[src/rtl/regfile_multiport_if.sv]
// Bus bundle for regfile_multiport: one write port, packed read ports and the
// bulk-clear busy/done handshake.
interface regfile_multiport_if #(
    parameter int DATA_W = 8,
    parameter int ADDR_W = 3,
    parameter int NUM_RD = 2
);
    logic                     we;
    logic [ADDR_W-1:0]        waddr;
    logic [DATA_W-1:0]        wdata;
    logic [NUM_RD*ADDR_W-1:0] rd_addr;
    logic [NUM_RD*DATA_W-1:0] rd_data;
    logic                     clr_req;
    logic                     busy;
    logic                     clr_done;

    modport master (
        output we, waddr, wdata, rd_addr, clr_req,
        input  rd_data, busy, clr_done
    );

    modport slave (
        input  we, waddr, wdata, rd_addr, clr_req,
        output rd_data, busy, clr_done
    );
endinterface

[src/rtl/regfile_multiport.sv]
// Parametrised multi-read-port register file with write-first bypass, optional
// hardwired-zero entry, optional registered reads and a sequenced bulk clear.
module regfile_multiport #(
    parameter int DATA_W   = 8,
    parameter int ADDR_W   = 3,
    parameter int NUM_RD   = 2,
    parameter int ZERO_REG = 0,
    parameter int REG_RD   = 0
) (
    input  logic               clk,
    input  logic               reset,
    regfile_multiport_if.slave bus
);
    localparam int DEPTH = 1 << ADDR_W;

    typedef enum logic [1:0] {
        ST_IDLE,
        ST_CLEAR,
        ST_DONE
    } state_t;

    state_t                   state;
    logic [ADDR_W-1:0]        ptr;
    logic                     busy_q;
    logic                     done_q;
    logic [DATA_W-1:0]        mem [DEPTH];
    logic                     wr_en;
    logic [NUM_RD*DATA_W-1:0] rd_val;

    // A write aimed at the hardwired zero entry is dropped entirely, so it can never bypass either.
    assign wr_en = bus.we && !busy_q && !((ZERO_REG != 0) && (bus.waddr == '0));

    // NOTE: sequential state uses non-blocking assignments so every flop samples pre-edge values.
    always_ff @(posedge clk or posedge reset) begin
        if (reset) begin
            state  <= ST_IDLE;
            ptr    <= '0;
            busy_q <= 1'b0;
            done_q <= 1'b0;
        end else begin
            case (state)
                ST_IDLE: begin
                    done_q <= 1'b0;
                    if (bus.clr_req) begin
                        state  <= ST_CLEAR;
                        ptr    <= '0;
                        busy_q <= 1'b1;
                    end
                end
                ST_CLEAR: begin
                    // The last entry ends the sweep; ptr parks there rather than wrapping.
                    if (ptr == '1) begin
                        state  <= ST_DONE;
                        busy_q <= 1'b0;
                        done_q <= 1'b1;
                    end else begin
                        ptr <= ptr + 1'b1;
                    end
                end
                ST_DONE: begin
                    state  <= ST_IDLE;
                    done_q <= 1'b0;
                end
                default: begin
                    state  <= ST_IDLE;
                    busy_q <= 1'b0;
                    done_q <= 1'b0;
                end
            endcase
        end
    end

    // NOTE: the array is flop-based and cleared by reset, so it will not map onto a RAM macro.
    always_ff @(posedge clk or posedge reset) begin
        if (reset) begin
            for (int i = 0; i < DEPTH; i++) begin
                mem[i] <= '0;
            end
        end else if (busy_q) begin
            mem[ptr] <= '0;
        end else if (wr_en) begin
            mem[bus.waddr] <= bus.wdata;
        end
    end

    // NOTE: rd_val takes a default before the loop so no path leaves it unassigned (no latch).
    always_comb begin
        rd_val = '0;
        for (int i = 0; i < NUM_RD; i++) begin
            if ((ZERO_REG != 0) && (bus.rd_addr[i*ADDR_W +: ADDR_W] == '0)) begin
                rd_val[i*DATA_W +: DATA_W] = '0;
            end else if (wr_en && (bus.waddr == bus.rd_addr[i*ADDR_W +: ADDR_W])) begin
                rd_val[i*DATA_W +: DATA_W] = bus.wdata;
            end else begin
                rd_val[i*DATA_W +: DATA_W] = mem[bus.rd_addr[i*ADDR_W +: ADDR_W]];
            end
        end
    end

    generate
        if (REG_RD != 0) begin : g_reg_rd
            logic [NUM_RD*DATA_W-1:0] rd_q;

            always_ff @(posedge clk or posedge reset) begin
                if (reset) begin
                    rd_q <= '0;
                end else begin
                    rd_q <= rd_val;
                end
            end

            assign bus.rd_data = rd_q;
        end else begin : g_comb_rd
            assign bus.rd_data = rd_val;
        end
    endgenerate

    assign bus.busy     = busy_q;
    assign bus.clr_done = done_q;
endmodule

[src/flat_wrapper.sv]
// flat-port wrapper written by rule: the top's interface ports become plain ports
module regfile_multiport_flat 
#(
    parameter int DATA_W   = 8,
    parameter int ADDR_W   = 3,
    parameter int NUM_RD   = 2,
    parameter int ZERO_REG = 0,
    parameter int REG_RD   = 0
)
  (clk, reset, bus_we, bus_waddr, bus_wdata, bus_rd_addr, bus_clr_req, bus_rd_data, bus_busy, bus_clr_done);
  regfile_multiport_if #(.DATA_W(DATA_W), .ADDR_W(ADDR_W), .NUM_RD(NUM_RD)) bus_i ();
  input  logic clk;
  input  logic reset;
  input wire logic [$bits(bus_i.we)-1:0] bus_we;
  input wire logic [$bits(bus_i.waddr)-1:0] bus_waddr;
  input wire logic [$bits(bus_i.wdata)-1:0] bus_wdata;
  input wire logic [$bits(bus_i.rd_addr)-1:0] bus_rd_addr;
  input wire logic [$bits(bus_i.clr_req)-1:0] bus_clr_req;
  output wire logic [$bits(bus_i.rd_data)-1:0] bus_rd_data;
  output wire logic [$bits(bus_i.busy)-1:0] bus_busy;
  output wire logic [$bits(bus_i.clr_done)-1:0] bus_clr_done;
  assign bus_i.we = bus_we;
  assign bus_i.waddr = bus_waddr;
  assign bus_i.wdata = bus_wdata;
  assign bus_i.rd_addr = bus_rd_addr;
  assign bus_i.clr_req = bus_clr_req;
  assign bus_rd_data = bus_i.rd_data;
  assign bus_busy = bus_i.busy;
  assign bus_clr_done = bus_i.clr_done;
  regfile_multiport #(.DATA_W(DATA_W), .ADDR_W(ADDR_W), .NUM_RD(NUM_RD), .ZERO_REG(ZERO_REG), .REG_RD(REG_RD)) u_core (.clk(clk), .reset(reset), .bus(bus_i));
endmodule
[config.mk]
export PLATFORM = sky130hd
export DESIGN_NAME = regfile_multiport_flat
export DESIGN_NICKNAME = d
export VERILOG_FILES = /design/src/rtl/regfile_multiport_if.sv /design/src/rtl/regfile_multiport.sv /design/src/flat_wrapper.sv
export SDC_FILE = /design/constraint.sdc
export NUM_CORES = 1
export LEC_CHECK = 0
export BUFFER_PORTS_ARGS = -buffer_cell sky130_fd_sc_hd__buf_2
export CAP_MARGIN = 10
export CORE_UTILIZATION = 25
export DETAILED_ROUTE_END_ITERATION = 10
export PLACE_DENSITY_LB_ADDON = 0.1
export SLEW_MARGIN = 10
export SYNTH_ARGS = -nofsm -noshare
export SYNTH_HDL_FRONTEND = slang
export SYNTH_SLANG_ARGS = --single-unit
[constraint.sdc]
create_clock -name clk -period 2.55 [get_ports clk]
set_clock_uncertainty 0.1 [all_clocks]
set_input_delay 0.51 -clock clk [delete_from_list [all_inputs] [get_ports clk]]
set_output_delay 0.51 -clock clk [all_outputs]
set_load 0.01 [all_outputs]
# After elaboration in Yosys (flattened, before gate mapping)
# Cells that the tools add are included.
# Widths: inputs -> output; s select.
[op_classes]
add_sub_neg = 1
n_lt_le_gt_ge = 6
eq_ne = 8
muxes = 26
n_bitwise = 7
n_reduce_logical = 12
[op_table]
columns = ["op", "count"]
rows = [
  ["$mux 64", 2],
  ["$and 64x64->64", 1],
  ["$bwmux 64", 1],
  ["$mux 8", 8],
  ["$not 64->64", 1],
  ["$bmux 8 s3", 2],
  ["$demux 8 s3", 2],
  ["$ge 4x4->1 const B", 4],
  ["$not 3->4", 4],
  ["$lt 4x1->1 const B", 2],
  ["$eq 3x3->1", 2],
  ["$mux 3", 2],
  ["$pmux 3 s2", 1],
  ["$reduce_and 3->1", 2],
  ["$logic_and 1x1->1", 5],
  ["$mux 1", 4],
  ["$mux 2", 2],
  ["$ne 2x2->1 const B", 2],
  ["$pmux 2 s2", 1],
  ["$reduce_bool 2->1", 2],
  ["$add 3x1->3 const B", 1],
  ["$eq 3x3->1 const B", 1],
  ["$pmux 1 s3", 1],
  ["$eq 2x1->1 const B", 1],
  ["other kinds (6)", 6],
]
[word_totals]
reg_bits = 71
out_inout_bits = 18
wordCells = 72

# Longest topological paths before layout
# Gate-level depths: netlist of run 1.
[logic_depth]
depth_word = 8
depth_mapped = 5
mapped_depth_nobuf = 5

# Worst setup path before layout of run 1
# OpenSTA, ideal clock, no wires.
[synth_path]
path_kind = "input -> output"
startpoint = "in bus_rd_addr[3]"
endpoint = "out bus_rd_data[14]"
arrival_time_ns = 1.827
path_slack_ns = 0.113
cell_stages = 5
n_path_buf = 2
path_cell_list = "buf_6 buf_12 mux4_1 mux2_2 mux2_4"
[synth_between]
elab_chain_len = 5
word_cells_on_any_way = 7
[synth_rtl]
columns = ["element", "line", "rtl"]
rows = [
  ["from (decl)", "flat_wrapper.sv:17", "input wire logic [$bits(bus_i.rd_addr)-1:0] bus_rd_addr;"],
  ["$not 3->4 (implied by the code)", "regfile_multiport.sv:95", "rd_val[i*DATA_W +: DATA_W] = mem[bus.rd_addr[i*ADDR_W +: ADDR_W]];"],
  ["$bmux 8 s3", "regfile_multiport.sv:95", ""],
  ["$mux 8 (implied by the code) (2 in a row)", "regfile_multiport.sv:95", ""],
  ["$mux 8 (*)", "regfile_multiport.sv:92", "end else if (wr_en && (bus.waddr == bus.rd_addr[i*ADDR_W +: ADDR_W])) begin"],
  ["to (decl)", "flat_wrapper.sv:19", "output wire logic [$bits(bus_i.rd_data)-1:0] bus_rd_data;"],
]
# Every way passes the cells marked *; elsewhere a longest branch is shown, timed or not. The select of a mux whose other input is x is not followed.

# Final worst setup path of run 1
# Ends and elaborated chain as after synthesis.

==> results of run 1 <==
==> sequential cells by signal, indices dropped and copies added (netlist names) <==
name                 count
u_core.mem              64
u_core.bus.busy          1
u_core.bus.clr_done      1
u_core.ptr               3
u_core.state             2
==> repair_timing <==
item | 4_1_cts | 5_1_grt
hold buffers | 1 | 0
buffers inserted | 0 | 12
endpoints found under the setup margin | 16 | 14
hold endpoints to repair | 7 | 0
resized for setup | 39 | 15
cloned | 2 | 0
==> per-layer routing <==
layer / wire length, µm / GRT usage / share of wire
met2: 6190 / 0.265 / 0.46
met1: 6200 / 0.234 / 0.47
met3: 719 / 0.0414 / 0.054
met4: 207 / 0.0486 / 0.016
met5: 0 / 0 / 0
==> per-stage QoR <==
step	std cells	setup TNS (ns)
finish	577	-0.0138
global route	577	-0.154
CTS	565	-0.0206
detailed placement	546	-1.52
global placement	546	-1.54
floorplan	292	0
==> power groups by stage <==
| stage | sequential, mW | combinational, mW | clock, mW |
|---|---|---|---|
| finish | 1.81 | 1.73 | 1.19 |
| detailed placement | 1.81 | 1.50 | 0 |
| global placement | 1.81 | 1.49 | 0 |
| global route | 1.86 | 1.88 | 1.26 |
| floorplan | 1.68 | 1.07 | 0 |
| CTS | 1.81 | 1.60 | 1.21 |
==> cell usage after synthesis, types with 3 or more instances <==
cell / number / area (µm²)
a21oi_1: 8 / 40.0
a22o_1: 64 / 561
and4b_1: 3 / 30.0
buf_1: 8 / 30.0
buf_2: 4 / 20.0
clkbuf_1: 7 / 26.3
dfrtp_1: 71 / 1780
inv_1: 5 / 18.8
mux2_2: 30 / 338
mux4_1: 18 / 473
mux4_2: 14 / 315
nor2_1: 8 / 30.0
nor2b_1: 4 / 25.0
nor3_1: 4 / 20.0
o21ai_1: 3 / 15.0
xnor2_1: 6 / 52.6
==> cells by family (layout without fill, tap and decap cells) <==
kind of cell / Yosys count / count (layout) / share of synthesized area
AOI/OAI and AO/OA: 80 / 80 / 0.159
xor gates and xnor gates: 6 / 6 / 0.0128
and+or+nand+nor: 39 / 39 / 0.0622
buffers and inverters: 30 / 99 / 0.0457
adders and majority gates: 2 / 2 / 0.00609
DFF: 71 / 71 / 0.433
muxes: 64 / 64 / 0.282
==> cell type report <==
type | instances | area [µm²]
inverter | 5 | 18.8
clock inverter | 5 | 33.8
tap | 216 | 270
multi-input combinational | 191 | 2120
fill | 1616 | 10700
timing repair buffer | 78 | 751
clock buffer | 11 | 243
sequential | 71 | 1780
==> how the worst min path moves through the flow <==
stage,start,endpoint,cells past startpoint
3_5_place_dp,reset,u_core.bus.clr_done,2
6_report,bus_clr_req,u_core.bus.busy,3
2_1_floorplan,u_core.mem[22],u_core.mem[22],1
4_1_cts,bus_clr_req,u_core.bus.busy,3
3_3_place_gp,reset,u_core.bus.clr_done,2
5_1_grt,bus_clr_req,u_core.bus.busy,3
==> critical path, stage by stage <==
cell	delay (ns)
buf_12	0.10
buf_12	0.14
mux4_2	0.51
mux2_4	0.28
mux2_4	0.28
buf_6	0.13
==> qor.yml, run 1 <==
status:
  outcome: "complete, but fails checks"
  violations: "setup timing"
placement:
  post-place-ws_ns: -0.137
  io_buffers: 38
  placed_area_um2: 4700
  dp_hpwl_mm: 8.61
  routabilityCongestion: 0.716
pwr:
  seqPwrFrac: 0.383
  leakagePower_nw: 2.39
  p_comb_frac: 0.366
  vdd_drop_max_uv: 343
  power.internal_mw: 3.17
  switching_power_mw: 1.57
  clockPowerShare: 0.251
  powerDensity_nw_per_um2: 907
  finalPower_mw: 4.73
  switching_share: 0.331
setup_path:
  path_class: "input pin to primary output"
  startpoint_type: "input pin"
  reg2reg_to: "u_core.mem[14]"
  cp-startpoint: "bus_rd_addr[3]"
  rr_worst_depth: 4
  setup.worst_path.end: "bus_rd_data[14]"
  required_ns: 1.94
  cp.arrival_ns: 1.95
  r2r-start: "u_core.bus.busy"
  regToRegSetupSlack_ns: 0.47
  critPathCaptureType: "primary output"
  cp_max_fo: 8
floorplanning:
  die_h_um: 130
  initial_core_util: 0.258
  die-area_um2: 16900
  core_area_um2: 15900
  pin_count: 39
  fp.dieW_um: 130
  std_cell_rows: 46
cts:
  clk_pin_slew_ns: 0.05
  cts_tree: "built"
  clock_path_buffers: 2
  numClockSinks: 71
  clock_latency_ns: 0.34
  root_buffer: "clkbuf_16"
  cts_buffers: 9
  htreeDepth: 3
cells_and_area:
  layout_common_cells: "dfrtp_1 (71), a22o_1 (64), mux4_2 (32)"
  drive_gt1_frac: 0.438
  final_common_cell: "dfrtp_1"
  layout-area-overhead-vs-synth_pct: 27.0
  num_antenna_cells: 0
  postLayoutCoreUtil: 0.327
  nets: 379
  final_cell_area_um2: 5220
detailed_routing:
  antenna_left: 0
  post_drt_via_cell_ratio: 5.21
  vias: 3008
  dr.pass1.iters: 4
  drc: 0
  drt_first_iter_violations: 254
  wl_per_cell_um: 23.1
  routed_wl_mm: 13.3
synthesis:
  ys_ff_latch: 71
  synth_edf_count: 0
  syn_inst: 292
  synthDistinctLibCells: 39
  syn_area_um2: 4110
  ys.flop_type: "dfrtp_1"
  ys_warn_count: 0
  synth_nets: 315
  async_reset_ff_frac: 1.00
  synth_area_per_cell_um2: 14.1
  yosysSeqAreaShare: 0.433
timing:
  finalMaxSlewViolations: 0
  worst_pin_slew_ns: 1.15
  finalCriticalPeriod_ns: 2.56
  whs_ns: 0.375
  max_slew_margin: 0.235
  final_hold_viol_count: 0
  setup_viol: 1
  worst_slack_ns: -0.0138
  maxClockFrequency_mhz: 390
  rsz0062_at_grt: "yes"
  finalCritPeriodShare: 1.01
hold_path:
  hp-class: "input pin to flip-flop"
grt:
  grt_max_degree: 65
  grt_pass1_wl_mm: 20.3
  grt.overflow.total: 0
  grt_usage: 0.170
  first_global_vias: 3105
  antenna_found_initial: 0
run:
  max_cap_viol_count: 0
Power figures use the tool's default switching activity.
==> run 2, diff against run 1 <==
--- a/config.mk
+++ b/config.mk
@@ -7,6 +7,7 @@
 export LEC_CHECK = 0
 export BUFFER_PORTS_ARGS = -buffer_cell sky130_fd_sc_hd__buf_2
 export CAP_MARGIN = 10
+export CORE_ASPECT_RATIO = 0.8
 export CORE_UTILIZATION = 25
 export DETAILED_ROUTE_END_ITERATION = 10
 export PLACE_DENSITY_LB_ADDON = 0.1
==> run 2 against run 1 <==
  * Sequential share of layout area up 0.065 points
  * Worst hold slack worse by 0.26 ns
  * Clock power up 7%
  * Global-route usage up 0.20 points
  * The run still ends with setup timing left
  * Highest routed layer unchanged
  * Utilization about the same
  * Critical path depth unchanged
  * Sequential cell count unchanged
  * Routed wire length up 3.5%
==> qor.yml, run 2 (synthesized netlist as in run 1, its figures left out) <==
cells_and_area:
  drive_gt1_frac: 0.425  # -0.0128
  fillers: 1618  # +0.12%
  final_common_cell: "dfrtp_1"
  num_antenna_cells: 0  # unchanged
  largest_reg_flops: 64  # unchanged
  layoutNonFillerInstCount: 561  # -2.8%
  nets: 365  # -3.7%
  regMostFlops: "u_core.mem"
  layout-area-overhead-vs-synth_pct: 26.8
  layout_common_cells: "dfrtp_1 (71), a22o_1 (64), mux4_2 (32)"
  top_regs: "u_core.mem: 64 flops, u_core.ptr: 3 flops, u_core.state: 2 flops"
  final_cell_area_um2: 5210  # -0.19%
cts:
  clock_path_buffers: 2  # unchanged
  cts_tree: "built"
  numClockSinks: 71  # unchanged
  clk_pin_slew_ns: 0.05  # about the same
  htreeDepth: 3  # unchanged
  cts_buffers: 9  # unchanged
  root_buffer: "clkbuf_16"
  clock_latency_ns: 0.33  # about the same
floorplanning:
  initial_core_util: 0.258  # +0.000648
  die_h_um: 117  # -10%
  pin_count: 39  # unchanged
  core_area_um2: 15900  # -0.25%
  std_cell_rows: 41  # -11%
  fp.dieW_um: 145  # +12%
  die-area_um2: 16900  # about the same
timing:
  whs_ns: 0.116  # -0.260 ns
  finalCritPeriodShare: 1.01  # about the same
  finalMaxSlewViolations: 0  # unchanged
  rsz0062_at_grt: "yes"
  max_slew_margin: 0.173  # -0.0621
  final_hold_viol_count: 0  # unchanged
  setup_viol: 8  # +7
  worst_pin_slew_ns: 1.24  # +0.0931 ns
  worst_slack_ns: -0.0144  # -0.000614 ns
  maxClockFrequency_mhz: 390  # about the same
  finalCriticalPeriod_ns: 2.56  # +0.000614 ns
status:
  violations: "setup timing"
  outcome: "complete, but fails checks"
detailed_routing:
  post_drt_via_cell_ratio: 5.22  # about the same
  antenna_left: 0  # unchanged
  drc: 0  # unchanged
  wl_per_cell_um: 24.6  # +6.4%
  drt_first_iter_violations: 206  # -19%
  routed_wl_mm: 13.8  # +3.5%
  dr.pass1.iters: 4  # unchanged
  vias: 2927  # -2.7%
setup_path:
  slowest_delay_ns: 0.51  # about the same
  path_class: "input pin to primary output"
  cp.arrival_ns: 1.95  # about the same
  crit_chain: "buf_12, buf_16, mux4_2, mux2_4, mux2_4, buf_6"
  startpoint_type: "input pin"
  critPathCaptureType: "primary output"
  cp_max_fo: 8  # unchanged
  required_ns: 1.94  # about the same
  r2r-start: "u_core.bus.busy"
  slowest_stage: "mux4_2"
  cp-startpoint: "bus_rd_addr[3]"
  crit_top_cell: "mux2_4"
grt:
  first_global_vias: 3034  # -2.3%
  grt_usage: 0.172  # +0.00199
  antenna_found_initial: 0  # unchanged
  grt_pass1_wl_mm: 20.7  # +2.0%
  grt.overflow.total: 0  # unchanged
  grt_max_degree: 42  # -35%
placement:
  dp_cells: 541  # -0.92%
  placed_area_um2: 4620  # -1.7%
  dp_hpwl_mm: 8.73  # +1.4%
  routabilityCongestion: 0.766  # +6.9%
  post-place-ws_ns: -0.180  # -0.0433 ns
  io_buffers: 38  # unchanged
pwr:
  vdd_drop_max_uv: 315  # -8.1%
  leakagePower_nw: 2.37  # -0.94%
  powerDensity_nw_per_um2: 928  # +2.2%
hold_path:
  hp-class: "input pin to asynchronous set/reset pin"
run:
  max_cap_viol_count: 0  # unchanged
-- run 2: cell count changes in the layout (fill, tap and decap cells not counted), sizes merged --
cell and change:
bufinv +1, clkbuf -1, clkinv -1, buf -13, dlygate4sd3 -1
-- run 2: power by group --
group	leakage [nW]	internal [mW]	switching, mW
Clock	0.141	0.778	0.489
Combinational	1.26	1.00	0.743
Sequential	0.966	1.47	0.343
-- run 2: final timing paths --
kind	slack, ns	cells after the start	to
worst max-delay path	-0.01	6	bus_rd_data[9]
worst min-delay path	0.12	2	u_core.mem[30]
worst max register to register	0.31	4	u_core.mem[5]
worst min register to register	0.42	1	u_core.mem[3]
max in group asynchronous	1.62	3	u_core.ptr[1]
min in group clk	0.38	3	u_core.bus.busy
-- run 2: cell type report --
type	instances	area, µm²	area share
flip-flops and latches	71	1780	0.341
repair buffers	64	658	0.126
multi-input cells	191	2190	0.420
inverters	5	18.8	0.00360
clock inverters	5	58.8	0.0113
clock buffers	10	239	0.0459
well taps	215	269	0.0517
-- run 2: through the flow --
stage               setup TNS [ns]  power (mW)   util
floorplan                        0        2.76      -
global placement             -2.31        3.33  0.290
detailed placement           -2.18        3.31  0.291
CTS                         -0.132        4.86  0.327
global route                -0.508        5.10  0.327
finish                     -0.0633        4.83  0.327
-- run 2: metal layers --
layer	global-route usage	up-vias	part of all wire
li1	-	1278	-
met1	0.251	1561	0.49
met2	0.268	83	0.45
met3	0.0285	5	0.055
met4	0.0365	0	0.0044
met5	0	-	0
-- run 2: worst max-delay path, delay by kind of cell --
kind | cells | cell delay [ns]
multiplexers | 3 | 1.06
buffers and inverters | 3 | 0.38
-- run 2: repair_timing --
| action | in CTS | in global routing |
|---|---|---|
| hold buffers | 0 | 0 |
| resized for setup | 73 | 2 |
| endpoints found under the setup margin | 16 | 16 |
| pin swaps | 0 | 0 |
| cloned | 4 | 0 |
| buffers inserted | 1 | 0 |
